File: src/rtl/rom_fetch_arbiter.sv
// Round-robin arbiter sharing a 16-bit combinational boot ROM between the CPU (port 0)
// and the boot copier (port 1); assembles 16/32-bit reads and flags out-of-range words.
module rom_fetch_arbiter #(
  parameter logic [31:0] ROM_WORDS = 32'h1D3
) (
  input  logic        clk,
  input  logic        reset,
  input  logic        req0,
  input  logic        req1,
  input  logic [31:0] addr0,
  input  logic [31:0] addr1,
  input  logic        size0,
  input  logic        size1,
  output logic [31:0] data0,
  output logic [31:0] data1,
  output logic        ack0,
  output logic        ack1,
  output logic        err0,
  output logic        err1,
  output logic [31:0] rom_addr,
  output logic        rom_rd,
  input  logic [15:0] rom_data,
  output logic        busy
);

  typedef enum logic [1:0] {IDLE, RD_FIRST, RD_SECOND, DONE} state_t;

  state_t      st, st_nxt;
  logic        last_grant, gnt, size_q, err_q;
  logic [31:0] addr_q, addr_p1;
  logic [15:0] first;
  logic        win, oor_first, oor_second;
  logic        res_load, res_err;
  logic [31:0] res_data;

  assign addr_p1    = addr_q + 32'd1;
  assign oor_first  = addr_q >= ROM_WORDS;
  // The wrapped address 0 would look in range, so the wrap is flagged explicitly.
  assign oor_second = (addr_p1 >= ROM_WORDS) || (addr_q == 32'hFFFF_FFFF);
  assign win        = (req0 && req1) ? ~last_grant : req1;

  assign busy = (st != IDLE);
  assign ack0 = (st == DONE) && !gnt;
  assign ack1 = (st == DONE) && gnt;

  always_comb begin
    st_nxt   = st;
    rom_rd   = 1'b0;
    rom_addr = 32'd0;
    res_load = 1'b0;
    res_err  = 1'b0;
    res_data = 32'd0;
    case (st)
      IDLE: if (req0 || req1) st_nxt = RD_FIRST;
      RD_FIRST: begin
        rom_rd   = 1'b1;
        rom_addr = addr_q;
        st_nxt   = size_q ? RD_SECOND : DONE;
        if (!size_q) begin
          res_load = 1'b1;
          res_err  = oor_first;
          res_data = {16'h0, oor_first ? 16'h0 : rom_data};
        end
      end
      RD_SECOND: begin
        rom_rd   = 1'b1;
        rom_addr = addr_p1;
        st_nxt   = DONE;
        res_load = 1'b1;
        res_err  = err_q || oor_second;
        res_data = {first, oor_second ? 16'h0 : rom_data};
      end
      DONE:    st_nxt = IDLE;
      default: st_nxt = IDLE;
    endcase
  end

  always_ff @(posedge clk or posedge reset) begin
    if (reset) st <= IDLE;
    else       st <= st_nxt;
  end

  // Results land in the port registers on the edge into DONE, so they are valid with ack.
  always_ff @(posedge clk or posedge reset) begin
    if (reset) begin
      last_grant <= 1'b1;
      gnt        <= 1'b0;
      size_q     <= 1'b0;
      err_q      <= 1'b0;
      addr_q     <= 32'd0;
      first      <= 16'h0;
      data0      <= 32'd0;
      data1      <= 32'd0;
      err0       <= 1'b0;
      err1       <= 1'b0;
    end else begin
      case (st)
        IDLE: if (req0 || req1) begin
          gnt    <= win;
          addr_q <= win ? addr1 : addr0;
          size_q <= win ? size1 : size0;
        end
        RD_FIRST: begin
          first <= oor_first ? 16'h0 : rom_data;
          err_q <= oor_first;
        end
        DONE:    last_grant <= gnt;
        default: ;
      endcase
      if (res_load) begin
        if (gnt) begin
          data1 <= res_data;
          err1  <= res_err;
        end else begin
          data0 <= res_data;
          err0  <= res_err;
        end
      end
    end
  end

endmodule
File: config.mk
export PLATFORM = sky130hd
export DESIGN_NAME = rom_fetch_arbiter
export DESIGN_NICKNAME = d
export VERILOG_FILES = /design/src/rtl/rom_fetch_arbiter.sv
export SDC_FILE = /design/constraint.sdc
export NUM_CORES = 1
export LEC_CHECK = 0
export CORE_MARGIN = 2
export CORE_UTILIZATION = 53
export DETAILED_ROUTE_END_ITERATION = 6
export PLACE_DENSITY_LB_ADDON = 0.08
export SYNTH_ARGS = -nofsm -noshare
export SYNTH_HDL_FRONTEND = slang
export SYNTH_SLANG_ARGS = --single-unit
File: constraint.sdc
create_clock -name clk -period 9.1 [get_ports clk]
set_clock_uncertainty 0.1 [all_clocks]
set_input_delay 2.73 -clock clk [delete_from_list [all_inputs] [get_ports clk]]
set_output_delay 2.73 -clock clk [all_outputs]
set_load 0.01 [all_outputs]
# Yosys cells after proc, flatten, opt, wreduce, memory -nomap -nowiden
# Index checks and enable logic that the tools add are counted.
# totals
output_inout_bits	102
ff_bits	120
mem_bits_ro	0
ramBits	0
n_memories	0
latch_bits	0
elab_cells	50
# classes
n_mux	16
n_bitwise	2
n_lt_le_gt_ge	2
add_sub_neg	1
eq_ne	5
reduce_logical	13
div_mod_pow	0
mul	0
shifts	0
# op_table
operator	n
$pmux 32 s2	2
$ge 32x9->1 const B	2
$mux 16	3
$add 32x1->32 const B	1
$eq 32x32->1 const B	1
$mux 32	1
$pmux 2 s4	1
$mux 1	6
$reduce_and 2->1	3
$eq 2x2->1 const B	2
$pmux 1 s2	2
$logic_and 1x1->1	3
$logic_or 1x1->1	3
$eq 2x1->1 const B	1
$logic_not 2->1	1
$mux 2	1
$ne 2x2->1 const B	1
$not 1->1	2
$reduce_bool 2->1	1
$reduce_or 2->1	1
$logic_not 1->1	1

# Logic depth before layout (Yosys ltp)
# Gate-level depths: netlist of the first run.
# logic_depth
depth_word	5
depth_mapped	11

# Worst setup path after synthesis of the first run
# No wires, ideal clock.
# synth_timing
kind	register -> output
startpoint	register addr_q[1]
endpoint	output port rom_addr[25]
setup_slack_ns	4.234
required_time_ns	6.270
arrival_ns	2.036
path_stages_with_launch	10
cell_sequence	dfrtp_1 > clkbuf_2 > nand4_2 > or3_1 > clkbuf_1 > nor2_1 > nand2_1 > nor2_1 > nor2_1 > a311oi_1
# synth_between
elab_chain_cells	2
# synth_lines
item	line_no	source
from (decl)	30	logic [31:0] addr_q, addr_p1;
from (signal assigned)	100	addr_q <= win ? addr1 : addr0;
$add 32x1->32	36	assign addr_p1 = addr_q + 32'd1;
$pmux 32 s2	53	case (st)
to (decl)	20	output logic [31:0] rom_addr,
# No other way between the ends.

# Worst setup path after layout of the first run
# layout_timing
startpoint	register addr_q[0]
endpoint	output port rom_addr[18]
# The elaborated chain is that of the path after synthesis.

==> results of run 1 <==
-- stage by stage --
step | hold slack, ns | setup slack (ns) | instances
6_report | 0.3772 | 2.612 | 1125
5_1_grt | 0.3964 | 2.350 | 1125
3_3_place_gp | 0.3600 | 3.296 | 1093
3_5_place_dp | 0.3648 | 3.229 | 1093
4_1_cts | 0.3780 | 2.744 | 1125
2_1_floorplan | 0.3413 | 3.086 | 797
-- kinds of logic after synthesis --
kind of cell	after synthesis	share of synthesized area [%]
simple gates	274	19.93
mux	70	10.29
xor+xnor	8	1.022
compound gates	219	17.77
fa+ha+maj	7	1.277
buf+inv	99	5.894
flops	120	43.81
-- flip-flops by register name (all words and copies together), names as in the netlist --
signal      cells
data0          32
size_q          1
st              2
data1          32
gnt             1
addr_q         32
err_q           1
err0            1
first          16
last_grant      1
err1            1
-- worst max-delay path by stage --
| stage | endpoint | cells after the start |
|---|---|---|
| floorplan | addr_q[0] | 1 |
| global placement | rom_addr[18] | 6 |
| detailed placement | rom_addr[18] | 6 |
| CTS | rom_addr[18] | 6 |
| global route | rom_addr[18] | 6 |
| finish | rom_addr[18] | 6 |
-- cell usage after synthesis, drive strengths merged, types with 8 or more instances --
master,n
mux2i,66
buf,16
nor2,31
a21oi,74
inv,28
clkbuf,55
nor4,13
dfrtp,119
nand3,30
o21ai,110
nand2,121
nor3,17
and3,10
or3,10
nand4,8
-- power breakdown --
part / internal [W] / total, W / switching (W) / leakage, nW
registers: 0.000723 / 0.000972 / 0.000249 / 1.56
logic: 0.000656 / 0.00147 / 0.000813 / 2.11
clock network: 0.000439 / 0.000696 / 0.000257 / 0.289
total: 0.00182 / 0.00314 / 0.00132 / 3.96
-- worst max-delay path, delay by kind of cell, from the launching register on --
family          cells  cell delay [ns]
flops               1             0.53
buf+inv             1             0.62
fa+ha+maj           1             0.36
compound gates      2             0.63
simple gates        2             1.09
-- routing by layer --
metal | share of wire [%] | global-route usage, % | vias up
met5 | 0 | 0 | -
met4 | 2.6 | 12.50 | 0
met3 | 8.3 | 8.430 | 48
met2 | 46 | 49.20 | 315
met1 | 43 | 42.62 | 3213
li1 | - | - | 3098
-- layout make-up --
class / instances / share of cell area (%)
Tap cell: 172 / 2.301
Sequential cell: 120 / 32.12
Multi-Input combinational cell: 578 / 37.22
Clock buffer: 18 / 4.696
Inverter: 28 / 1.150
Timing Repair Buffer: 195 / 20.66
Clock inverter: 14 / 1.860
==> results.yml, run 1 <==
clock_network:
  clock_latency_ns: 0.42
  cts.sinks: 120
  htree_levels: 4
  cts_resized: 0
  ctsHoldBuffers: 0
  cts_max_path_buffers: 2
  numCtsBuffers: 17
  cts_setup_buffers: 0
  path_clk_slew_ns: 0.06
  cts-root-buf: "clkbuf_16"
  tritoncts: "yes"
logic_synthesis:
  syn_nets: 890
  ys_async_sr_fraction_pct: 100.0
  synth_edf_count: 0
  synth-main-ff-cell: "dfrtp_1"
  synth_warnings: 0
  synth.cell_area_sq_um: 6857
  synth_top_area_share_pct: 43.43
  post_synth_main_area_contributors: "dfrtp_1, mux2i_1, o21ai_0, nand2_1, a21oi_1"
  ys_ff_latch: 120
  synth_seq_area_share_pct: 43.81
  ys_types: 56
  syn_inst: 797
  syn_avg_cell_area_sq_um: 8.603
  synth_largest_area_cell: "dfrtp_1"
grt:
  grtUsageTotal_pct: 31.75
  grt_max_degree: 82
  grt_antenna_before_repair: 0
  grt_pass1_wl_mm: 35.33
  first_global_vias: 6707
  grt_overflow: 0
routing:
  via_count: 6674
  ant_nets: 0
  drc_errors: 0
  dr.pass1.iters: 5
  wl_mm: 21.53
  viasPerCell: 5.932
  drtIter0Drc: 660
  post_drt_wl_per_cell_um: 19.13
sta:
  timing.setup.tns_ns: 0
  hold_viol: 0
  slew_headroom_pct: 21.18
  tightest_slew_ns: 1.178
  maxSlewViolCount: 0
  finalCritPeriodShare_pct: 71.30
  period_minus_slack_ns: 6.488
  setup_viol: 0
  grt_setup_unrepaired: "false"
  max_freq_mhz: 154.1
floorplan:
  start_util_pct: 54.33
  die_area_sq_um: 13860
  pin_count: 188
  die_w_um: 117.7
  die_h_um: 117.7
  coreArea_sq_um: 12620
  rows: 41
cells_and_area:
  area.growth.synth_to_final_pct: 36.41
  multi_input_area_sq_um: 3481
  design_area_sq_um: 9353
  fin_nets: 1033
  seq_area_sq_um: 3004
  layout-drive-gt1-share_pct: 6.506
  n_antenna_cell: 0
  layout_commonest_cell: "clkdlybuf4s50_1"
  utilization_pct: 74.11
  layout_common_cells: "clkdlybuf4s50_1, nand2_1, dfrtp_1"
  fillCellCount: 935
worst_hold_path:
  min_to: "data0[22]"
  hold_class: "reg2reg"
  min_from: "data0[22]"
  holdPathStages: 2
setup_path:
  critPathLaunchType: "flip-flop"
  cp_slowest_cell: "nor4_1"
  cpPeakStageDelay_ns: 0.73
  crit_chain: "ha_1 > nand3_1 > nor4_1 > a41oi_1 > a311oi_1 > clkdlybuf4s50_1"
  arrival_ns: 3.66
  cp-startpoint: "addr_q[0]"
  rrSetupSlack_ns: 4.90
  timing_worst_setup_path_type: "reg2out"
  crit_path_max_fanout: 11
  r2r_cells: 8
  reg2reg_to: "data0[10]"
  reg2reg_from: "addr_q[0]"
  end_kind: "output pin"
  cp.required_ns: 6.27
power_and_ir_drop:
  p_per_area_nw_per_um2: 335.4
  power.total_w: 0.003137
  max-vdd-ir-drop_uv: 196.7
  power_leakage_nw: 3.959
placed_design:
  portBuffers: 187
  dpl-instance-area_sq_um: 8740
  routabilityCongestion: 0.8943
  dp_hpwl_mm: 14.41
flow_run:
  maxCapViolations: 0
run_status:
  status: "finished, final reports clean"
(Power assumes the default switching activity.)
==> run 2, diff against run 1 <==
Settings changed: CORE_UTILIZATION 53 to 44.
Clock period 9.1 ns to 5.45 ns, I/O delays scaled along.
==> run 2 against run 1 <==
Net effect: largest power group unchanged; count of clock-buffer cells in the layout unchanged; non-clock buffer count increased by 7; highest routed layer unchanged; flip-flop and latch count unchanged; critical path depth increased by 1; sequential power increased by 66%; clock power increased by 65%; register-to-register slack got worse by 3.7 ns; global-route usage decreased by 5.7 points; total power increased by 66%; die area increased by 20%.
==> results.yml, run 2 (synthesis gave the netlist of run 1 again) <==
run_status:
  status: "finished, final reports clean"
routing:
  dr.pass1.iters: 5
  wl_mm: 21.47
  post_drt_wl_per_cell_um: 18.71
  drtIter0Drc: 468
  via_count: 6563
  viasPerCell: 5.717
  drc_errors: 0
  ant_nets: 0
cells_and_area:
  reg.largest.list: "addr_q x32, data0 x32, data1 x32"
  layout-drive-gt1-share_pct: 7.292
  layout_commonest_cell: "clkdlybuf4s50_1"
  fin_nets: 1040
  area.growth.synth_to_final_pct: 37.30
  n_antenna_cell: 0
  fillCellCount: 1298
  design_area_sq_um: 9414
  layout_common_cells: "clkdlybuf4s50_1, nand2_1, dfrtp_1"
sta:
  maxSlewViolCount: 0
  grt_setup_unrepaired: "false"
  slew_headroom_pct: 20.09
  timing.setup.tns_ns: 0
  max_freq_mhz: 190.9
  holdWs_ns: 0.3756
  finalCritPeriodShare_pct: 96.11
  worst_slack_ns: 0.2121
  hold_viol: 0
  tightest_slew_ns: 1.194
  period_minus_slack_ns: 5.238
  setup_viol: 0
grt:
  grtUsageMet3_pct: 5.364
  first_global_vias: 6291
  use_met1_pct: 37.22
  grt_max_degree: 69
  grt_antenna_before_repair: 0
  grt_pass1_wl_mm: 33.80
  grt_overflow: 0
  use_met2_pct: 39.81
  grtUsageTotal_pct: 26.01
  grt-busiest-layer: "met2"
setup_path:
  crit_chain: "ha_1 > nand3_1 > or3_1 > nor3_1 > nand3b_1 > a21oi_1 > clkdlybuf4s50_1"
  crit_path_max_fanout: 10
  path_delay_family: "simple AND/OR/NAND/NOR gates"
  rrSetupSlack_ns: 1.16
  arrival_ns: 3.50
  end_kind: "output pin"
  timing_worst_setup_path_type: "reg2out"
  cp_slowest_cell: "clkdlybuf4s50_1"
  reg2reg_to: "data0[2]"
  cp_num_buf_inv: 1
  r2r_cells: 8
  critPathLaunchType: "flip-flop"
  cp.required_ns: 3.72
  reg2reg_from: "addr_q[1]"
  cpPeakStageDelay_ns: 0.59
clock_network:
  clock_latency_ns: 0.43
  cts_max_path_buffers: 2
  ctsHoldBuffers: 0
  htree_levels: 4
  numCtsBuffers: 17
  path_clk_slew_ns: 0.06
  cts-root-buf: "clkbuf_16"
  tritoncts: "yes"
  cts.sinks: 120
placed_design:
  dpl-instance-area_sq_um: 8812
  portBuffers: 187
  routabilityCongestion: 0.8769
  dp_slack_ns: 0.6474
  dp_hpwl_mm: 15.05
floorplan:
  die_h_um: 128.8
  rows: 45
  coreArea_sq_um: 15200
  start_util_pct: 45.10
  die_area_sq_um: 16600
  die_w_um: 128.8
  pin_count: 188
worst_hold_path:
  min_from: "data0[19]"
  hold_class: "reg2reg"
  min_to: "data0[19]"
  holdPathStages: 2
power_and_ir_drop:
  p_per_area_nw_per_um2: 554.6
  max-vdd-ir-drop_uv: 355.8
  power_leakage_nw: 3.993
flow_run:
  maxCapViolations: 0
[run 2: cell count changes in the layout (fill, tap and decap cells not counted)]
cell / previous run / this run
buf_4: 8 / 15
inv_8: 0 / 1
clkinv_2: 2 / 1
bufinv_16: 3 / 2
clkinv_4: 3 / 0
clkinvlp_4: 4 / 3
nor2_2: 0 / 1
nor2_1: 31 / 30
inv_6: 2 / 7
[run 2: area by class of cell]
class | instances | area, sq um | area share [%]
clock inverter | 14 | 160.2 | 1.701
multi-input combinational | 578 | 3483 | 37.00
timing repair buffer | 202 | 1984 | 21.08
sequential | 120 | 3004 | 31.91
clock buffer | 18 | 439.2 | 4.665
tap | 188 | 235.2 | 2.499
inverter | 28 | 107.6 | 1.143
[run 2: where the power goes]
| group | switching (W) | internal (W) | total (W) |
|---|---|---|---|
| combinational | 0.00135 | 0.00111 | 0.00246 |
| sequential | 0.000399 | 0.00121 | 0.00161 |
| clock | 0.000457 | 0.000696 | 0.00115 |
[run 2: worst max path at each step]
stage              start           end  cells past startpoint
6_report       addr_q[1]  rom_addr[22]                      7
5_1_grt        addr_q[0]  rom_addr[22]                      7
4_1_cts        addr_q[4]  rom_addr[31]                      7
3_5_place_dp   addr_q[4]  rom_addr[31]                      7
3_3_place_gp   addr_q[4]  rom_addr[31]                      7
2_1_floorplan      reset     addr_q[0]                      1
[run 2: timing repair]
action / CTS / global route
endpoints found under the setup margin: 0 / 3
resized for setup: 0 / 1
setup buffers: 0 / 0
[run 2: worst min-delay path, delay by kind of cell, from the launching register on]
| family | cells | cell delay [ns] |
|---|---|---|
| flip-flops | 1 | 0.34 |
| AO/OA/AOI/OAI | 1 | 0.06 |
| AND/OR/NAND/NOR | 1 | 0.04 |
[run 2: metrics by stage]
step           std cells  power [W]  util, %
2_1_floorplan        797   0.002945        -
3_3_place_gp        1116   0.004012    57.97
3_5_place_dp        1116   0.004063    57.97
4_1_cts             1148   0.005236    61.91
5_1_grt             1148   0.005553    61.93
6_report            1148   0.005221    61.93
[run 2: layer usage]
| layer | up-vias | part of all wire, % |
|---|---|---|
| met1 | 3151 | 47 |
| met2 | 256 | 45 |
| met5 | - | 0 |
| li1 | 3121 | - |
| met4 | 0 | 1.8 |
| met3 | 35 | 6.5 |
